==> src/rtl/aes_mem_pkg.sv <==
// Shared types and constants for the AES memory path.
//   state_t     : block_writer FSM states
//   WORD_BYTES  : bytes per SRAM write word (address step)
//   BLOCK_BYTES : bytes per AES block (count step)
package aes_mem_pkg;

  localparam int unsigned WORD_BYTES  = 8;
  localparam int unsigned BLOCK_BYTES = 16;

  typedef enum logic [2:0] {
    IDLE,
    READY,
    WR_HI,
    WR_LO,
    DONE
  } state_t;

endpackage

==> src/rtl/wr_addr_gen.sv <==
// Destination address and byte-count tracker for block_writer.
//   clk, n_rst  : clock, async active-low reset
//   load        : capture load_addr/load_len, clear byte count
//   step_word   : advance address by one word
//   step_block  : advance byte count by one block
//   addr        : current write byte address
//   addr_step_c : address of the following word
//   last_c      : count after the pending block step reaches the length
module wr_addr_gen #(
  parameter int unsigned ADDR_BITS = 8
) (
  input  logic                 clk,
  input  logic                 n_rst,
  input  logic                 load,
  input  logic [ADDR_BITS-1:0] load_addr,
  input  logic [ADDR_BITS-1:0] load_len,
  input  logic                 step_word,
  input  logic                 step_block,
  output logic [ADDR_BITS-1:0] addr,
  output logic [ADDR_BITS-1:0] addr_step_c,
  output logic                 last_c
);
  import aes_mem_pkg::*;

  localparam int unsigned CW = ADDR_BITS + 1;

  logic [CW-1:0]        count;
  logic [CW-1:0]        count_step;
  logic [ADDR_BITS-1:0] len;

  // Address wraps naturally; count has one spare bit so it cannot overflow.
  assign addr_step_c = addr + ADDR_BITS'(WORD_BYTES);
  assign count_step  = count + CW'(BLOCK_BYTES);
  assign last_c      = (count_step >= {1'b0, len});

  // Address/count registers
  always_ff @(posedge clk or negedge n_rst) begin
    if (!n_rst) begin
      addr  <= '0;
      len   <= '0;
      count <= '0;
    end else if (load) begin
      addr  <= load_addr;
      len   <= load_len;
      count <= '0;
    end else begin
      if (step_word)  addr  <= addr_step_c;
      if (step_block) count <= count_step;
    end
  end

endmodule

==> src/rtl/block_writer.sv <==
// Writes 128-bit AES blocks to the data SRAM as two 64-bit words.
//   clk, n_rst          : clock, async active-low reset
//   start, d_addr,length: load destination and byte length, clear progress
//   blk_valid/blk_ready : block handshake, blk_data payload
//   mem_addr/mem_wdata  : SRAM write address/data, mem_wen request
//   mem_busy            : SRAM stall, write not taken while high
//   done                : sticky, programmed length written
module block_writer #(
  parameter int unsigned ADDR_BITS   = 8,
  parameter int unsigned WORD_WIDTH  = 64,
  parameter int unsigned BLOCK_WIDTH = 128
) (
  input  logic                   clk,
  input  logic                   n_rst,
  input  logic                   start,
  input  logic [ADDR_BITS-1:0]   d_addr,
  input  logic [ADDR_BITS-1:0]   length,
  input  logic                   blk_valid,
  input  logic [BLOCK_WIDTH-1:0] blk_data,
  output logic                   blk_ready,
  output logic [ADDR_BITS-1:0]   mem_addr,
  output logic [WORD_WIDTH-1:0]  mem_wdata,
  output logic                   mem_wen,
  input  logic                   mem_busy,
  output logic                   done
);
  import aes_mem_pkg::*;

  state_t                 state;
  logic [BLOCK_WIDTH-1:0] blk_buf;
  logic [ADDR_BITS-1:0]   addr;
  logic [ADDR_BITS-1:0]   addr_step_c;
  logic                   last_c;
  logic                   take_c;

  // A word is taken on any write cycle without stall; start cancels it.
  assign take_c = ((state == WR_HI) || (state == WR_LO)) && !mem_busy && !start;

  wr_addr_gen #(
    .ADDR_BITS(ADDR_BITS)
  ) u_addr_gen (
    .clk        (clk),
    .n_rst      (n_rst),
    .load       (start),
    .load_addr  (d_addr),
    .load_len   (length),
    .step_word  (take_c),
    .step_block (take_c && (state == WR_LO)),
    .addr       (addr),
    .addr_step_c(addr_step_c),
    .last_c     (last_c)
  );

  // FSM with outputs registered alongside the state they decode
  always_ff @(posedge clk or negedge n_rst) begin
    if (!n_rst) begin
      state     <= IDLE;
      blk_buf   <= '0;
      blk_ready <= 1'b0;
      mem_wen   <= 1'b0;
      mem_addr  <= '0;
      mem_wdata <= '0;
      done      <= 1'b0;
    end else if (start) begin
      state     <= (length == '0) ? DONE : READY;
      blk_ready <= (length != '0);
      mem_wen   <= 1'b0;
      done      <= (length == '0);
    end else begin
      case (state)
        READY: begin
          if (blk_valid) begin
            state     <= WR_HI;
            blk_buf   <= blk_data;
            blk_ready <= 1'b0;
            mem_wen   <= 1'b1;
            mem_addr  <= addr;
            mem_wdata <= blk_data[WORD_WIDTH +: WORD_WIDTH];
          end
        end
        WR_HI: begin
          if (!mem_busy) begin
            state     <= WR_LO;
            mem_addr  <= addr_step_c;
            mem_wdata <= blk_buf[WORD_WIDTH-1:0];
          end else begin
            mem_wdata <= blk_buf[WORD_WIDTH +: WORD_WIDTH];
          end
        end
        WR_LO: begin
          if (!mem_busy) begin
            mem_wen <= 1'b0;
            if (last_c) begin
              state <= DONE;
              done  <= 1'b1;
            end else begin
              state     <= READY;
              blk_ready <= 1'b1;
            end
          end
        end
        default: ;
      endcase
    end
  end

endmodule
==> config.mk <==
export PLATFORM = sky130hd
export DESIGN_NAME = block_writer
export DESIGN_NICKNAME = d
export VERILOG_FILES = /design/src/rtl/aes_mem_pkg.sv /design/src/rtl/wr_addr_gen.sv /design/src/rtl/block_writer.sv
export SDC_FILE = /design/constraint.sdc
export NUM_CORES = 1
export LEC_CHECK = 0
export BUFFER_PORTS_ARGS = -buffer_cell sky130_fd_sc_hd__buf_4
export CAP_MARGIN = 10
export CORE_MARGIN = 3
export CORE_UTILIZATION = 55
export DETAILED_ROUTE_END_ITERATION = 8
export PLACE_DENSITY = 0.76
export SYNTH_ARGS = -nofsm -noshare
export SYNTH_HDL_FRONTEND = slang
export SYNTH_HIERARCHICAL = 1
export SYNTH_SLANG_ARGS = --single-unit
==> constraint.sdc <==
create_clock -name clk -period 2.4 [get_ports clk]
set_input_delay 0.6 -clock clk [delete_from_list [all_inputs] [get_ports clk]]
set_output_delay 0.6 -clock clk [all_outputs]
set_load 0.02 [all_outputs]
==> impl_metrics.xml, run 1 <==
<?xml version="1.0" encoding="UTF-8"?>
<metrics>
  <group name="synthesis">
    <metric name="synth_cell_types" unit="">41</metric>
    <metric name="post_synth.cell_area_avg" unit="sq um">14.6</metric>
    <metric name="synth.cell_area" unit="sq um">10700</metric>
    <metric name="ys.warnings.count" unit="">6</metric>
    <metric name="synth_fp_nets" unit="">886</metric>
    <metric name="synthesis.instances" unit="">731</metric>
    <metric name="synth-edff-count" unit="">0</metric>
    <metric name="async_flop_share" unit="">1.00</metric>
    <metric name="synth-seq-area-share" unit="">0.532</metric>
    <metric name="yosys_register_bits" unit="">227</metric>
    <metric name="top_ff_cell_synth" unit="">dfrtp_1</metric>
  </group>
  <group name="layout">
    <metric name="syn2layout_area_growth" unit="%">25.9</metric>
    <metric name="final-instance-count-excl-fill" unit="">1228</metric>
    <metric name="num_antenna_cells" unit="">0</metric>
    <metric name="utilization" unit="">0.711</metric>
    <metric name="nets" unit="">1105</metric>
    <metric name="final_layout_size_suffix_gt1_frac" unit="">0.649</metric>
  </group>
  <group name="sta">
    <metric name="setup_violations" unit="">0</metric>
    <metric name="finalWorstSetupSlack" unit="ns">0.135</metric>
    <metric name="final.setup.tns" unit="ns">0</metric>
    <metric name="maxSlewHeadroom" unit="">0.495</metric>
    <metric name="post-route-min-period" unit="ns">2.27</metric>
    <metric name="slew_limit_fails" unit="">0</metric>
    <metric name="fin_worst_skew" unit="ns">0.00865</metric>
    <metric name="timing.hold.ws" unit="ns">0.0253</metric>
    <metric name="final_worst_path_period_share" unit="">0.944</metric>
    <metric name="rsz0062_at_grt" unit="">yes</metric>
    <metric name="max_clock_freq" unit="MHz">441</metric>
    <metric name="worstMarginPinSlew" unit="ns">0.757</metric>
    <metric name="final_hold_viol_count" unit="">0</metric>
  </group>
  <group name="setup_path">
    <metric name="critical_path.endpoint_type" unit="">register</metric>
    <metric name="cpMaxStageDelayCell" unit="">dfrtp_1</metric>
    <metric name="critPathKind" unit="">register to register</metric>
    <metric name="cp_max_fo" unit="">5</metric>
    <metric name="worst_setup_path_start_kind" unit="">register</metric>
    <metric name="worst_ep_required_time" unit="ns">2.78</metric>
    <metric name="slowest_delay" unit="ns">0.43</metric>
    <metric name="worst_ep_arrival_time" unit="ns">2.64</metric>
    <metric name="critical-path-top-delay-family" unit="">compound AO/OA/AOI/OAI gates</metric>
    <metric name="critical_path_buf_inv_count" unit="">1</metric>
    <metric name="crit_chain" unit="">ha_2, xor2_1, ha_1, nor3b_2, nand4_1, nand3_1, a211o_1, inv_1, a21o_1, a221o_1</metric>
  </group>
  <group name="placed_design">
    <metric name="gp_congestion" unit="">0.848</metric>
    <metric name="placement.setup.worst_slack" unit="ns">0.0865</metric>
    <metric name="hpwl_reported_at_the_end_of_detailed_placement" unit="microns">16300</metric>
    <metric name="dp.cells" unit="">1184</metric>
    <metric name="number_of_buffers_added_on_ports" unit="">223</metric>
  </group>
  <group name="floorplanning">
    <metric name="dieArea" unit="sq um">21100</metric>
    <metric name="floorplan.initialDensity" unit="">0.565</metric>
    <metric name="ios" unit="">224</metric>
    <metric name="core.rowCount" unit="">50</metric>
    <metric name="floorplan.die.width" unit="microns">145</metric>
    <metric name="dieHeight" unit="microns">145</metric>
    <metric name="core_box_area" unit="sq um">18900</metric>
  </group>
  <group name="clocking">
    <metric name="tritoncts" unit="">yes</metric>
    <metric name="maximum_buffer_depth_of_the_clock_tree" unit="">3</metric>
    <metric name="clk_transition_reported_paths" unit="ns">0.06</metric>
    <metric name="tritoncts.num_buffers" unit="">24</metric>
    <metric name="clock_insertion_delay_worst_skew" unit="ns">0.50</metric>
    <metric name="cts_setup_buffers" unit="">0</metric>
    <metric name="clockRootBuffer" unit="">clkbuf_16</metric>
    <metric name="clkSinkCount" unit="">227</metric>
    <metric name="cts_htree_levels" unit="">1</metric>
  </group>
  <group name="global_routing">
    <metric name="grt-ovfl-total" unit="">0</metric>
    <metric name="first_global_vias" unit="">7293</metric>
    <metric name="grt_pass1_wl" unit="microns">38100</metric>
    <metric name="grt_max_degree" unit="">72</metric>
    <metric name="gr-usage-all-layers" unit="">0.218</metric>
    <metric name="antenna_found_initial" unit="">0</metric>
  </group>
  <group name="run_status">
    <metric name="outcome" unit="">finished clean</metric>
  </group>
  <group name="route">
    <metric name="drc" unit="">0</metric>
    <metric name="drt_iter0_markers" unit="">241</metric>
    <metric name="postRouteAntennaNets" unit="">0</metric>
    <metric name="detail_route.wl_per_cell" unit="microns">18.9</metric>
    <metric name="num_vias" unit="">6600</metric>
    <metric name="route.detailed.vias_per_inst" unit="">5.37</metric>
    <metric name="finalWirelength" unit="microns">23200</metric>
    <metric name="first_pass_iters" unit="">4</metric>
  </group>
  <group name="hold_path">
    <metric name="holdCritPathClass" unit="">input pin to asynchronous set/reset pin</metric>
  </group>
  <group name="power">
    <metric name="power_density" unit="nW/um^2">934</metric>
    <metric name="power.ir.vdd_worst" unit="uV">654</metric>
    <metric name="leakagePower" unit="nW">6.00</metric>
  </group>
  <group name="run">
    <metric name="maxCapViolCount" unit="">0</metric>
  </group>
</metrics>
-- sequential cells by signal, indices dropped and copies added, names as in the netlist, 3 cells and up --
signal and flops:
u_addr_gen/len 8, u_addr_gen/count 5, mem_addr 8, u_addr_gen/addr 8, state 3, mem_wdata 64, blk_buf 128
-- worst register-to-register path, stage by stage (launching register included) --
cell and delay (ns):
dfrtp_1 0.43, ha_2 0.24, xor2_1 0.15, ha_1 0.31, nor3b_2 0.16, nand4_1 0.11, nand3_1 0.08, a211o_1 0.17
inv_1 0.06, a21o_1 0.15, a221o_1 0.29
-- layout by cell type (no fill, tap or decap), types with 3 or more instances in the layout --
master     Yosys  final
a21oi_1        5      5
a2bb2oi_1      8      8
buf_12         0     11
buf_4          4    230
clkbuf_1       9      3
clkbuf_16      0     25
clkbuf_8       5      9
clkinv_2       0      4
dfrtp_1      227    227
ha_1           6      5
inv_1          9      9
mux2_2       327    327
mux2i_1       10     10
nand2_1       12     12
nand2b_1       3      3
nand3_1        5      5
nand4_1        5      5
nor2_1         7      7
o21ai_0        9      9
or2_2          8      8
xnor2_1        6      6
xor2_1         8      8
-- timing repair --
action | 4_1_cts | 5_1_grt
hold buffers | 0 | 0
resized for setup | 0 | 3
endpoints found under the setup margin | 0 | 4
-- Yosys cell counts, types with 4 or more instances --
cell type	number	area (sq um)
a2bb2oi_1	8	70.1
nand3_1	5	25.0
clkbuf_1	9	33.8
xor2_1	8	70.1
or2_2	8	50.1
buf_4	4	30.0
a21oi_1	5	25.0
dfrtp_1	227	5680
mux2i_1	10	100
buf_2	13	65.1
ha_1	6	75.1
mux2_2	327	3680
buf_6	17	191
inv_1	9	33.8
clkbuf_8	5	68.8
nand2_1	12	45.0
nand4_1	5	31.3
nor2_1	7	26.3
xnor2_1	6	52.6
o21ai_0	9	45.0
-- path summary, 6_finish.rpt --
| kind | start | end | slack (ns) | depth (start not counted) |
|---|---|---|---|---|
| min in group clk | d_addr[6] | u_addr_gen/addr[6] | 0.32 | 3 |
| worst max register to register | u_addr_gen/count[4] | blk_ready | 0.13 | 10 |
| worst min-delay path | n_rst | blk_buf[52] | 0.03 | 1 |
| max in group asynchronous | n_rst | blk_buf[76] | 1.70 | 2 |
| worst min register to register | blk_buf[41] | blk_buf[41] | 0.50 | 1 |
| worst max-delay path | u_addr_gen/count[4] | blk_ready | 0.13 | 10 |
-- power breakdown --
part           switching, W  leakage, nW  internal [W]  total (W)
logic               0.00138         2.88       0.00186    0.00324
clock network       0.00146        0.420       0.00239    0.00385
registers          0.000579         2.70       0.00488    0.00546
-- per-layer routing --
| metal | GRT usage | up-vias | wire, microns |
|---|---|---|---|
| met3 | 0.0465 | 21 | 1230 |
| met2 | 0.390 | 149 | 12100 |
| met5 | 0 | - | 0 |
| met4 | 0.0427 | 0 | 302 |
| met1 | 0.277 | 3370 | 9630 |
| li1 | - | 3060 | - |
-- stage by stage --
step                      instance area [sq um]  power (W)
after floorplan                           10700    0.00741
after global placement                    12600    0.00860
after detailed placement                  12600    0.00881
after CTS                                 13400     0.0127
after global routing                      13400     0.0132
final                                     13400     0.0126
-- cell families after synthesis --
kind of cell	after synthesis	share of synthesized area
muxes	337	0.354
DFF	227	0.532
buffers and inverters	58	0.0401
and+or+nand+nor	55	0.0305
AOI/OAI and AO/OA	34	0.0242
xor gates and xnor gates	14	0.0115
adders and majority gates	6	0.00703
-- cell type report --
class                      instances  area (sq um)
clock buffer                      37           761
sequential                       227          5680
inverter                           9          33.8
fill                            1368          5460
timing repair buffer             242          1960
tap                              260           325
clock inverter                     7          87.6
multi-input combinational        446          4580
Power figures use the tool's default switching activity.
==> run 2, diff against run 1 <==
--- a/config.mk
+++ b/config.mk
@@ -8,9 +8,9 @@
 export BUFFER_PORTS_ARGS = -buffer_cell sky130_fd_sc_hd__buf_4
 export CAP_MARGIN = 10
 export CORE_MARGIN = 3
-export CORE_UTILIZATION = 55
+export CORE_UTILIZATION = 50
 export DETAILED_ROUTE_END_ITERATION = 8
-export PLACE_DENSITY = 0.76
+export PLACE_DENSITY = 0.73
 export SYNTH_ARGS = -nofsm -noshare
 export SYNTH_HDL_FRONTEND = slang
 export SYNTH_HIERARCHICAL = 1
==> constraint.sdc (replaced) <==
create_clock -name clk -period 1.9 [get_ports clk]
set_input_delay 0.475 -clock clk [delete_from_list [all_inputs] [get_ports clk]]
set_output_delay 0.475 -clock clk [all_outputs]
set_load 0.02 [all_outputs]
==> impl_metrics.xml, run 2 (same netlist as run 1, synthesis figures left out) <==
<?xml version="1.0" encoding="UTF-8"?>
<metrics>
  <group name="sta">
    <metric name="post-route-min-period" unit="ns">2.16</metric>
    <metric name="worstMarginPinSlew" unit="ns">0.479</metric>
    <metric name="rsz0062_at_grt" unit="">yes</metric>
    <metric name="slew_limit_fails" unit="">0</metric>
    <metric name="fin_worst_skew" unit="ns">0.0102</metric>
    <metric name="setup_violations" unit="">4</metric>
    <metric name="finalWorstSetupSlack" unit="ns">-0.263</metric>
    <metric name="maxSlewHeadroom" unit="">0.680</metric>
    <metric name="final_worst_path_period_share" unit="">1.14</metric>
    <metric name="final.setup.tns" unit="ns">-0.904</metric>
    <metric name="final_hold_viol_count" unit="">0</metric>
    <metric name="max_clock_freq" unit="MHz">462</metric>
  </group>
  <group name="setup_path">
    <metric name="worst-r2r-setup-slack" unit="ns">-0.26</metric>
    <metric name="cp_common_cell" unit="">buf_4</metric>
    <metric name="worst_ep_arrival_time" unit="ns">2.55</metric>
    <metric name="critical_path.endpoint_type" unit="">register</metric>
    <metric name="cpMaxStageDelayCell" unit="">dfrtp_1</metric>
    <metric name="critical_path_buf_inv_count" unit="">2</metric>
    <metric name="worst_setup_path_start_kind" unit="">register</metric>
    <metric name="crit_chain" unit="">ha_4, xor2_2, ha_1, buf_4, a21oi_2, nand3_1, a211o_1, buf_4, a41oi_2, a21oi_1</metric>
    <metric name="reg_to_reg_critical_path_endpoint" unit="">state[2]</metric>
    <metric name="critPathKind" unit="">register to register</metric>
    <metric name="reg2reg_depth" unit="">10</metric>
    <metric name="slowest_delay" unit="ns">0.40</metric>
    <metric name="critical-path-top-delay-family" unit="">compound AO/OA/AOI/OAI gates</metric>
    <metric name="cp_max_fo" unit="">3</metric>
    <metric name="worstReg2RegStart" unit="">u_addr_gen/count[4]</metric>
    <metric name="worst_ep_required_time" unit="ns">2.29</metric>
  </group>
  <group name="clocking">
    <metric name="tritoncts" unit="">yes</metric>
    <metric name="tritoncts.num_buffers" unit="">25</metric>
    <metric name="cts_htree_levels" unit="">1</metric>
    <metric name="maximum_buffer_depth_of_the_clock_tree" unit="">3</metric>
    <metric name="clockRootBuffer" unit="">clkbuf_16</metric>
    <metric name="clk_transition_reported_paths" unit="ns">0.06</metric>
    <metric name="clock_insertion_delay_worst_skew" unit="ns">0.51</metric>
    <metric name="clkSinkCount" unit="">227</metric>
  </group>
  <group name="floorplanning">
    <metric name="core_box_area" unit="sq um">20600</metric>
    <metric name="dieArea" unit="sq um">23100</metric>
    <metric name="dieHeight" unit="microns">152</metric>
    <metric name="core.rowCount" unit="">52</metric>
    <metric name="ios" unit="">224</metric>
    <metric name="floorplan.initialDensity" unit="">0.517</metric>
    <metric name="floorplan.die.width" unit="microns">152</metric>
  </group>
  <group name="placed_design">
    <metric name="number_of_buffers_added_on_ports" unit="">223</metric>
    <metric name="place_area" unit="sq um">12800</metric>
    <metric name="dp.cells" unit="">1214</metric>
    <metric name="gp_congestion" unit="">0.783</metric>
    <metric name="hpwl_reported_at_the_end_of_detailed_placement" unit="microns">15800</metric>
  </group>
  <group name="layout">
    <metric name="layout_common_cells" unit="">mux2_2 (327), buf_4 (252), dfrtp_1 (226)</metric>
    <metric name="biggestRegsByFlops" unit="">blk_buf (128), mem_wdata (64)</metric>
    <metric name="syn2layout_area_growth" unit="%">27.3</metric>
    <metric name="utilization" unit="">0.659</metric>
    <metric name="final-instance-count-excl-fill" unit="">1259</metric>
    <metric name="layout.cells.most_common" unit="">mux2_2</metric>
    <metric name="largest_register_ffs" unit="">128</metric>
    <metric name="register_ranked_first_by_flip_flop_count" unit="">blk_buf</metric>
    <metric name="postLayoutCellArea" unit="sq um">13600</metric>
    <metric name="nets" unit="">1130</metric>
    <metric name="final_layout_size_suffix_gt1_frac" unit="">0.652</metric>
    <metric name="num_antenna_cells" unit="">0</metric>
  </group>
  <group name="power">
    <metric name="leakagePower" unit="nW">6.08</metric>
    <metric name="power_density" unit="nW/um^2">1140</metric>
    <metric name="power.ir.vdd_worst" unit="uV">663</metric>
  </group>
  <group name="route">
    <metric name="route.detailed.vias_per_inst" unit="">5.26</metric>
    <metric name="drc" unit="">0</metric>
    <metric name="detail_route.wl_per_cell" unit="microns">18.1</metric>
    <metric name="drt_iter0_markers" unit="">219</metric>
    <metric name="num_vias" unit="">6627</metric>
    <metric name="finalWirelength" unit="microns">22800</metric>
    <metric name="postRouteAntennaNets" unit="">0</metric>
    <metric name="first_pass_iters" unit="">4</metric>
  </group>
  <group name="global_routing">
    <metric name="gr-usage-all-layers" unit="">0.195</metric>
    <metric name="antenna_found_initial" unit="">0</metric>
    <metric name="grt_pass1_wl" unit="microns">37600</metric>
    <metric name="grt-ovfl-total" unit="">0</metric>
    <metric name="first_global_vias" unit="">6996</metric>
    <metric name="grt_max_degree" unit="">83</metric>
  </group>
  <group name="hold_path">
    <metric name="worst_hold_path.num_cells" unit="">3</metric>
    <metric name="hold_end" unit="">u_addr_gen/addr[3]</metric>
    <metric name="holdCritPathClass" unit="">input pin to register</metric>
    <metric name="hp-start" unit="">d_addr[3]</metric>
  </group>
  <group name="run_status">
    <metric name="failed_checks" unit="">setup timing</metric>
    <metric name="outcome" unit="">complete, but fails checks</metric>
  </group>
  <group name="run">
    <metric name="maxCapViolCount" unit="">0</metric>
  </group>
</metrics>
==> run 2: changes by cell type in the layout (fill, tap and decap cells not counted), sizes merged <==
| cell | change |
|---|---|
| clkinvlp | -1 |
| bufinv | -1 |
| dlygate4sd3 | +1 |
| buf | +23 |
| clkinv | -2 |
| clkbuf | +1 |
==> run 2: per-layer routing <==
metal | wire (microns) | global-route usage
met1 | 10300 | 0.274
met2 | 10700 | 0.316
met3 | 1230 | 0.0407
met4 | 517 | 0.0462
met5 | 0 | 0
==> run 2: worst max-delay path by stage <==
stage / startpoint / end / depth (start not counted)
final: u_addr_gen/count[4] / state[2] / 10
after global routing: u_addr_gen/count[5] / blk_ready / 10
after CTS: u_addr_gen/count[4] / blk_ready / 10
after detailed placement: u_addr_gen/count[5] / blk_ready / 10
after global placement: u_addr_gen/count[5] / blk_ready / 10
after floorplan: u_addr_gen/count[4] / blk_ready / 10
==> run 2: worst register-to-register path: stages (launching register included) <==
cell	delay (ns)
dfrtp_1	0.40
ha_4	0.18
xor2_2	0.14
ha_1	0.31
buf_4	0.14
a21oi_2	0.11
nand3_1	0.08
a211o_1	0.29
buf_4	0.15
a41oi_2	0.15
a21oi_1	0.09
==> run 2: cell type report <==
type                            count  area [sq um]
Clock buffer                       38           704
Clock inverter                      3          40.0
Fill cell                        1597          7040
Inverter                            9          33.8
Multi-Input combinational cell    446          4630
Sequential cell                   227          5680
Tap cell                          270           338
Timing Repair Buffer              266          2160
==> run 2: where the power goes <==
part / total, W / internal (W) / switching (W) / leakage (nW)
logic: 0.00412 / 0.00238 / 0.00174 / 3.02
registers: 0.00688 / 0.00617 / 0.000703 / 2.70
clock network: 0.00445 / 0.00266 / 0.00179 / 0.363
==> run 2: what timing repair did <==
action,CTS,global route
cloned,0,0
hold buffers,1,0
setup buffers,1,2
endpoints found under the hold margin,36,0
resized for setup,2,3
pin swaps,6,9
setup endpoints to repair,4,21
==> run 2: metrics by stage <==
| stage | hold WS [ns] | power (W) | setup slack, ns |
|---|---|---|---|
| after floorplan | 0.179 | 0.00937 | -0.163 |
| after global routing | 0.178 | 0.0163 | -0.409 |
| after global placement | 0.388 | 0.0110 | -0.186 |
| after detailed placement | 0.389 | 0.0111 | -0.239 |
| final | 0.182 | 0.0154 | -0.263 |
| after CTS | 0.158 | 0.0156 | -0.230 |
